## src/rtl/tp_pkg.sv

```systemverilog
// Shared definitions for the crossing loader: block codes, loader states, default depth.
package tp_pkg;

  localparam int DEPTH_DEF = 32;

  typedef enum logic [1:0] {
    BLK_A       = 2'd0,
    BLK_B       = 2'd1,
    BLK_C       = 2'd2,
    BLK_DISCARD = 2'd3
  } blk_e;

  typedef enum logic [1:0] {
    COLLECT  = 2'd0,
    LAUNCH   = 2'd1,
    WAIT_ACK = 2'd2,
    DRAIN    = 2'd3
  } ldr_state_e;

endpackage

```

## src/rtl/tp_blk_ptr.sv

```systemverilog
// Write/read pointer pair for one tracklet block, with empty/full status and sticky overflow.
module tp_blk_ptr #(
  parameter int DEPTH = 32,
  parameter int AW    = $clog2(DEPTH)
) (
  input  logic          clk,
  input  logic          res_n,
  input  logic          wr_req,
  input  logic          rd_req,
  input  logic          clr,
  output logic          zero,
  output logic          full,
  output logic [AW-1:0] wr_addr,
  output logic [AW-1:0] rd_addr,
  output logic          ovf
);

  localparam logic [AW:0] FULL_CNT = (AW+1)'(DEPTH);
  localparam logic [AW:0] ONE      = (AW+1)'(1);

  logic [AW:0] wr_cnt;
  logic [AW:0] rd_cnt;

  assign zero    = (rd_cnt == wr_cnt);
  assign full    = (wr_cnt == FULL_CNT);
  assign wr_addr = wr_cnt[AW-1:0];
  assign rd_addr = rd_cnt[AW-1:0];

  // Clear has priority: a crossing ending in DRAIN discards any read issued that cycle.
  always_ff @(posedge clk or negedge res_n) begin
    if (!res_n) begin
      wr_cnt <= '0;
      rd_cnt <= '0;
      ovf    <= 1'b0;
    end else if (clr) begin
      wr_cnt <= '0;
      rd_cnt <= '0;
      ovf    <= 1'b0;
    end else begin
      if (wr_req) begin
        if (full) ovf    <= 1'b1;
        else      wr_cnt <= wr_cnt + ONE;
      end
      if (rd_req && !zero) rd_cnt <= rd_cnt + ONE;
    end
  end

endmodule

```

## src/rtl/tp_crossing_loader.sv

```systemverilog
// Collects tracklets into three RAM blocks, hands the crossing to the processor, then recycles.
module tp_crossing_loader
  import tp_pkg::*;
#(
  parameter int DEPTH = DEPTH_DEF,
  parameter int AW    = $clog2(DEPTH)
) (
  input  logic          clk,
  input  logic          res_n,
  input  logic          trk_valid,
  input  logic [1:0]    trk_blk,
  input  logic          trk_last,
  output logic          trk_ready,
  output logic          wr_en,
  output logic [1:0]    wr_blk,
  output logic [AW-1:0] wr_addr,
  output logic          start_proc,
  input  logic          proc_bsy,
  input  logic          cnt_en_a,
  input  logic          cnt_en_b,
  input  logic          cnt_en_c,
  output logic          zero_a,
  output logic          zero_b,
  output logic          zero_c,
  output logic [AW-1:0] rd_addr_a,
  output logic [AW-1:0] rd_addr_b,
  output logic [AW-1:0] rd_addr_c,
  output logic [2:0]    ovf,
  output logic          ldr_bsy
);

  ldr_state_e    state;
  logic          accept;
  logic          rd_win;
  logic          clr;
  logic [2:0]    sel;
  logic [2:0]    cnt_en;
  logic [2:0]    full;
  logic [2:0]    zero;
  logic [AW-1:0] wa [3];
  logic [AW-1:0] ra [3];

  assign trk_ready = (state == COLLECT);
  assign ldr_bsy   = (state != COLLECT);
  assign accept    = trk_valid && trk_ready;
  assign rd_win    = (state == WAIT_ACK) || (state == DRAIN);
  assign clr       = (state == DRAIN) && !proc_bsy;
  assign cnt_en    = {cnt_en_c, cnt_en_b, cnt_en_a};

  for (genvar i = 0; i < 3; i++) begin : g_blk
    assign sel[i] = accept && (trk_blk == 2'(i));

    tp_blk_ptr #(.DEPTH(DEPTH), .AW(AW)) u_ptr (
      .clk     (clk),
      .res_n   (res_n),
      .wr_req  (sel[i]),
      .rd_req  (cnt_en[i] && rd_win),
      .clr     (clr),
      .zero    (zero[i]),
      .full    (full[i]),
      .wr_addr (wa[i]),
      .rd_addr (ra[i]),
      .ovf     (ovf[i])
    );
  end

  assign zero_a    = zero[0];
  assign zero_b    = zero[1];
  assign zero_c    = zero[2];
  assign rd_addr_a = ra[0];
  assign rd_addr_b = ra[1];
  assign rd_addr_c = ra[2];
  assign wr_blk    = trk_blk;

  // Discarded or overflowing tracklets are consumed without a RAM write.
  always_comb begin
    wr_en   = 1'b0;
    wr_addr = '0;
    case (trk_blk)
      BLK_A:   begin wr_en = sel[0] && !full[0]; wr_addr = wa[0]; end
      BLK_B:   begin wr_en = sel[1] && !full[1]; wr_addr = wa[1]; end
      BLK_C:   begin wr_en = sel[2] && !full[2]; wr_addr = wa[2]; end
      default: begin wr_en = 1'b0;               wr_addr = '0;    end
    endcase
  end

  // start_proc is registered, so it is seen in the first WAIT_ACK cycle.
  always_ff @(posedge clk or negedge res_n) begin
    if (!res_n) begin
      state      <= COLLECT;
      start_proc <= 1'b0;
    end else begin
      start_proc <= 1'b0;
      case (state)
        COLLECT:  if (accept && trk_last) state <= LAUNCH;
        LAUNCH:   if (!proc_bsy) begin
                    start_proc <= 1'b1;
                    state      <= WAIT_ACK;
                  end
        WAIT_ACK: if (proc_bsy) state <= DRAIN;
        DRAIN:    if (!proc_bsy) state <= COLLECT;
      endcase
    end
  end

endmodule

```

## config.mk

```make
export PLATFORM = sky130hd
export DESIGN_NAME = tp_crossing_loader
export DESIGN_NICKNAME = d
export VERILOG_FILES = /design/src/rtl/tp_pkg.sv /design/src/rtl/tp_blk_ptr.sv /design/src/rtl/tp_crossing_loader.sv
export SDC_FILE = /design/constraint.sdc
export NUM_CORES = 1
export LEC_CHECK = 0
export BUFFER_PORTS_ARGS = -buffer_cell sky130_fd_sc_hd__buf_4
export CAP_MARGIN = 30
export CORE_ASPECT_RATIO = 0.9
export CORE_MARGIN = 2
export CORE_UTILIZATION = 40
export CTS_BUF_LIST = sky130_fd_sc_hd__clkbuf_8
export DETAILED_ROUTE_END_ITERATION = 16
export PLACE_DENSITY_LB_ADDON = 0.08
export SLEW_MARGIN = 5
export SYNTH_ARGS = -nofsm -noshare
export SYNTH_HDL_FRONTEND = slang
export SYNTH_SLANG_ARGS = --single-unit
```

## constraint.sdc

```tcl
create_clock -name clk -period 2.2 [get_ports clk]
set_clock_uncertainty 0.1 [all_clocks]
set_input_delay 0.33 -clock clk [delete_from_list [all_inputs] [get_ports clk]]
set_output_delay 0.33 -clock clk [all_outputs]
set_load 0.005 [all_outputs]
```

==> impl_metrics.tcl, run 1 <==
set metrics [dict create \
    via_count 2164 \
    die_w_um 91.0 \
    slowest_stage "or3b_4" \
    start_util_pct 41.3 \
    synthCells 297 \
    relSlewSlack_pct 63.4 \
    synth.distinct_cells 44 \
    dpl.hpwl_um 4590 \
    drtAntennaViolNets 0 \
    critPathCaptureType "output pin" \
    power.total_uw 3110 \
    dpl-instance-area_mm2 0.00309 \
    cp_slowest_stage_delay_ns 0.43 \
    htree_levels 2 \
    synthArstFlopShare_pct 100 \
    syn_area_mm2 0.00272 \
    cts_sinks 42 \
    min-delay-path-class "primary input to flip-flop" \
    final_area_mm2 0.00330 \
    violations "negative setup slack" \
    synth-seq-cells 42 \
    synth_edf_count 0 \
    power.density_mw_per_mm2 943 \
    nNetsFinal 365 \
    cts.clk_slew.worst_paths_ns 0.09 \
    synthFlopType "dfrtp_1" \
    outcome "finished, violations left" \
    dieHeight_um 82.3 \
    min_from "proc_bsy" \
    grt.total_usage_pct 18.1 \
    setup_viol 1 \
    leakage_uw 0.00161 \
    synth_area_per_cell_um2 9.17 \
    setup_slack_ns -0.0510 \
    drt-wirelength-per-cell_um 14.5 \
    max-clock-path-buffers 2 \
    peakVddDrop_mv 0.424 \
    drc 0 \
    hold-worst-slack_ns 0.0967 \
    numCtsBuffers 5 \
    cts_tree "built" \
    grt-ovfl-total 0 \
    slew_viol_final 0 \
    maxCapViolations 0 \
    hold_viol 0 \
    crit_chain "inv_1, ha_4, and4bb_2, o41ai_4, or3b_4, buf_6" \
    grt_pass1_wl_um 10700 \
    place_ws_ns 0.0754 \
    first_iter_violations 77 \
    path_class "flip-flop to output pin" \
    syn_nets 321 \
    grt_pass1_vias 2165 \
    grt_start_max_net_pins 43 \
    numPortBuffers 41 \
    synth-seq-area-share_pct 38.6 \
    post-route-period-util_pct 102 \
    clockRootBuffer "clkbuf_8" \
    yosys_warnings 0 \
    crit_fanout 4 \
    routed_wirelength_um 6280 \
    reg2reg_from "state[0]" \
    clk_latency_ns 0.30 \
    rsz0062_at_grt "true" \
    tightest_slew_ns 0.549 \
    antenna_found_initial 0 \
    coreArea_mm2 0.00659 \
    required_ns 1.77 \
    vias_per_cell 5.01 \
    die_area_mm2 0.00748 \
    min_period_ns 2.25 \
    fillers 665 \
    fmax_mhz 444 \
    pin_count 42 \
    crit_path_start "state[0]" \
    arrival_ns 1.82 \
    rows 28 \
    synthToLayoutAreaGrowth_pct 21.1 \
    start_kind "flip-flop" \
    gp_congestion 0.772 \
    dr.pass1.iters 4 \
    drive_gt1_share_pct 28.7 \
    tns_ns -0.0510 \
    n_antenna_cell 0 \
]
==> what timing repair did <==
item                       4_1_cts  5_1_grt
buffers inserted                 4        2
hold buffers                     1        0
pin swaps                        2        1
resized for setup               10        4
hold endpoints to repair        42        0
setup endpoints to repair        1        1
==> cells in the final DEF, fill, tap and decap left out, types with 13 or more instances in the layout <==
cell,instances
buf_4,70
dfrtp_1,42
nor2_1,32
nand2_1,26
xor2_1,19
xnor2_1,17
o21ai_0,16
nand4_1,14
a21oi_1,13
==> path summary, 6_finish.rpt <==
kind / slack, ns / end / depth (start not counted)
min in group asynchronous: 0.44 / g_blk[2].u_ptr.rd_cnt[0] / 2
max in group asynchronous: 1.17 / g_blk[1].u_ptr.wr_cnt[3] / 2
max reg2reg: 0.22 / state[1] / 7
min: 0.1 / start_proc / 2
max: -0.05 / wr_en / 6
min reg2reg: 0.40 / g_blk[1].u_ptr.ovf / 1
==> critical path: cells and delay by family (launching register included) <==
family          cells  cell delay, ns
buf+inv             2            0.22
compound gates      1            0.07
simple gates        2            0.68
flops               1            0.36
fa+ha+maj           1            0.19
==> metal layers <==
| metal | part of all wire, % | global-route usage, % | vias to the layer above |
|---|---|---|---|
| met2 | 44 | 29.5 | 38 |
| met3 | 3.5 | 3.09 | 7 |
| met4 | 1.2 | 5.45 | 0 |
| met1 | 51 | 25.1 | 1042 |
| met5 | 0 | 0 | - |
| li1 | - | - | 1077 |
==> flip-flops by register name, indices dropped and copies added, names as in the netlist <==
name / flops
start_proc: 1
g_blk.u_ptr.ovf: 3
state: 2
g_blk.u_ptr.wr_cnt: 18
g_blk.u_ptr.rd_cnt: 18
==> final cells by class <==
class / instances / area, µm² / share of cell area [%]
flip-flops and latches: 42 / 1050 / 31.9
inverters: 14 / 52.6 / 1.59
clock buffers: 6 / 82.6 / 2.50
repair buffers: 72 / 547 / 16.6
clock inverters: 2 / 8.76 / 0.266
well taps: 90 / 113 / 3.42
multi-input cells: 206 / 1440 / 43.8
==> cells by family after synthesis <==
logic type	count (synthesis)	share of synthesized area [%]
AOI/OAI and AO/OA	41	9.84
xor gates and xnor gates	36	11.6
adders and majority gates	14	6.43
buffers and inverters	49	10.7
DFF	42	38.6
muxes	9	3.35
and+or+nand+nor	106	19.5
==> where the power goes <==
part | switching, µW | internal (µW) | total, µW
Sequential | 160 | 904 | 1060
Clock | 273 | 249 | 522
Combinational | 767 | 755 | 1520
Total | 1200 | 1910 | 3110
==> metrics by stage <==
step / cells / util (%)
2_1_floorplan: 297 / -
3_3_place_gp: 417 / 46.9
3_5_place_dp: 417 / 46.9
4_1_cts: 430 / 49.5
5_1_grt: 432 / 50.1
6_report: 432 / 50.1
==> synthesized netlist by cell type (all sizes together), types with 2 or more instances <==
master | number | area, µm²
dfrtp | 42 | 1050
nor2 | 32 | 120
buf | 31 | 223
nand2 | 27 | 101
xor2 | 19 | 166
xnor2 | 17 | 149
o21ai | 16 | 80.1
a21oi | 14 | 73.8
ha | 14 | 175
inv | 14 | 52.6
nand4 | 14 | 87.6
mux2i | 8 | 80.1
nand3 | 7 | 35.0
or3 | 6 | 37.5
clkbuf | 4 | 16.3
and3 | 3 | 20.0
nor2b | 3 | 18.8
nor4 | 3 | 25.0
and2 | 2 | 12.5
o221ai | 2 | 23.8
or2 | 2 | 12.5
or4 | 2 | 15.0
Power figures use the tool's default switching activity.
==> run 2, diff against run 1 <==
- HOLD_SLACK_MARGIN: default -> 0.1
==> impl_metrics.tcl, run 2 (same netlist as run 1, synthesis figures left out) <==
set metrics [dict create \
    tns_ns -0.0556 \
    arrival_ns 1.83 \
    violations "negative setup slack" \
    tightest_slew_ns 0.544 \
    min-delay-path-class "primary input to flip-flop" \
    drt-wirelength-per-cell_um 14.5 \
    pwr-share-comb_pct 49.0 \
    use_met2_pct 29.6 \
    grt_start_max_net_pins 43 \
    final_common_cell "buf_4" \
    dpl.hpwl_um 4590 \
    htree_levels 2 \
    drive_gt1_share_pct 28.6 \
    dr.pass1.iters 4 \
    start_kind "flip-flop" \
    nNetsFinal 366 \
    multi_input_area_mm2 0.00144 \
    routed_wirelength_um 6280 \
    rsz0062_at_grt "true" \
    clockRootBuffer "clkbuf_8" \
    top_regs "g_blk.u_ptr.rd_cnt: 18 flops, g_blk.u_ptr.wr_cnt: 18 flops, g_blk.u_ptr.ovf: 3 flops" \
    final_area_mm2 0.00331 \
    hold_viol 0 \
    post-route-period-util_pct 103 \
    peakVddDrop_mv 0.424 \
    setup_viol 1 \
    grt_pass1_wl_um 10800 \
    dieHeight_um 82.3 \
    p_sw_share_pct 38.5 \
    numCtsBuffers 5 \
    first_iter_violations 92 \
    cts_sinks 42 \
    p_clk_share_pct 16.8 \
    required_ns 1.77 \
    drtAntennaViolNets 0 \
    pin_count 42 \
    leakage_uw 0.00161 \
    crit_fanout 4 \
    power_frac_seq_pct 34.2 \
    drc 0 \
    via_count 2150 \
    slew_viol_final 0 \
    grt_pass1_vias 2174 \
    critPathCaptureType "output pin" \
    grt_use_met1_pct 25.2 \
    power.density_mw_per_mm2 939 \
    relSlewSlack_pct 63.7 \
    ff_latch_area_mm2 0.00105 \
    fmax_mhz 443 \
    cts_tree "built" \
    max-clock-path-buffers 2 \
    n_antenna_cell 0 \
    antenna_found_initial 0 \
    die_area_mm2 0.00748 \
    outcome "finished, violations left" \
    vias_per_cell 4.97 \
    grt-ovfl-total 0 \
    path_class "flip-flop to output pin" \
    gp_congestion 0.772 \
    switchingPower_uw 1200 \
    min_period_ns 2.26 \
    start_util_pct 41.3 \
    grt.total_usage_pct 18.2 \
    rows 28 \
    clk_latency_ns 0.30 \
    use_met3_pct 2.99 \
    coreArea_mm2 0.00659 \
    maxCapViolations 0 \
    dpl-instance-area_mm2 0.00309 \
    rrSetupSlack_ns 0.23 \
    p_int_uw 1910 \
    setup_slack_ns -0.0556 \
    die_w_um 91.0 \
    cts.clk_slew.worst_paths_ns 0.09 \
    numPortBuffers 41 \
    grt_busiest_layer "met2" \
    fillers 664 \
    hold-worst-slack_ns 0.329 \
    most-common-layout-cells "buf_4, dfrtp_1, nor2_1, nand2_1, xor2_1" \
    synthToLayoutAreaGrowth_pct 21.5 \
]
run 2: cell types whose count changed in the layout (fill, tap and decap cells not counted):
cell,before,now
dlygate4sd3_1,1,2
run 2: worst paths after layout:
| check | startpoint | cells past startpoint | end |
|---|---|---|---|
| hold / removal | cnt_en_c | 4 | g_blk[2].u_ptr.rd_cnt[5] |
| setup / recovery | state[0] | 6 | wr_en |
| min in group asynchronous | res_n | 2 | g_blk[2].u_ptr.rd_cnt[0] |
| max in group asynchronous | res_n | 2 | g_blk[1].u_ptr.rd_cnt[1] |
| setup reg to reg | state[0] | 7 | state[1] |
| hold reg to reg | g_blk[1].u_ptr.ovf | 1 | g_blk[1].u_ptr.ovf |
run 2: area by class of cell:
cell class              count  share of cell area, %
flip-flops and latches     42                   31.8
repair buffers             73                   16.8
clock buffers               6                   2.50
clock inverters             2                  0.265
inverters                  14                   1.59
well taps                  90                   3.41
multi-input cells         206                   43.6
run 2: worst max-delay path, cell delays in order (launching register included):
cell and delay, ns:
dfrtp_1 0.36, inv_1 0.10, ha_4 0.19, and4bb_2 0.25, o41ai_4 0.07, or3b_4 0.43, buf_6 0.12
run 2: repair_timing:
action / in CTS / in global routing
hold buffers: 2 / 0
endpoints found under the hold margin: 43 / 0
resized for setup: 10 / 4
buffers inserted: 4 / 2
pin swaps: 2 / 1
setup endpoints to repair: 1 / 1
run 2: per-stage QoR:
step | util, % | setup slack [ns] | total power [µW] | std cells
finish | 50.2 | -0.0556 | 3110 | 433
global route | 50.2 | -0.118 | 3360 | 433
floorplan | - | 0.184 | 1980 | 297
detailed placement | 46.9 | 0.0754 | 2490 | 417
global placement | 46.9 | 0.0940 | 2470 | 417
CTS | 49.6 | -0.104 | 3090 | 431
run 2: routing by layer:
metal	share of wire, %	up-vias
li1	-	1077
met1	51	1032
met2	45	34
met3	3.2	7
met4	1.2	0
met5	0	-
run 2: power by group through the flow:
stage          sequential, µW  combinational (µW)  clock [µW]
2_1_floorplan            1070                 911           0
6_report                 1060                1520         521
5_1_grt                  1090                1700         577
3_3_place_gp             1090                1380           0
4_1_cts                  1070                1490         541
3_5_place_dp             1090                1400           0
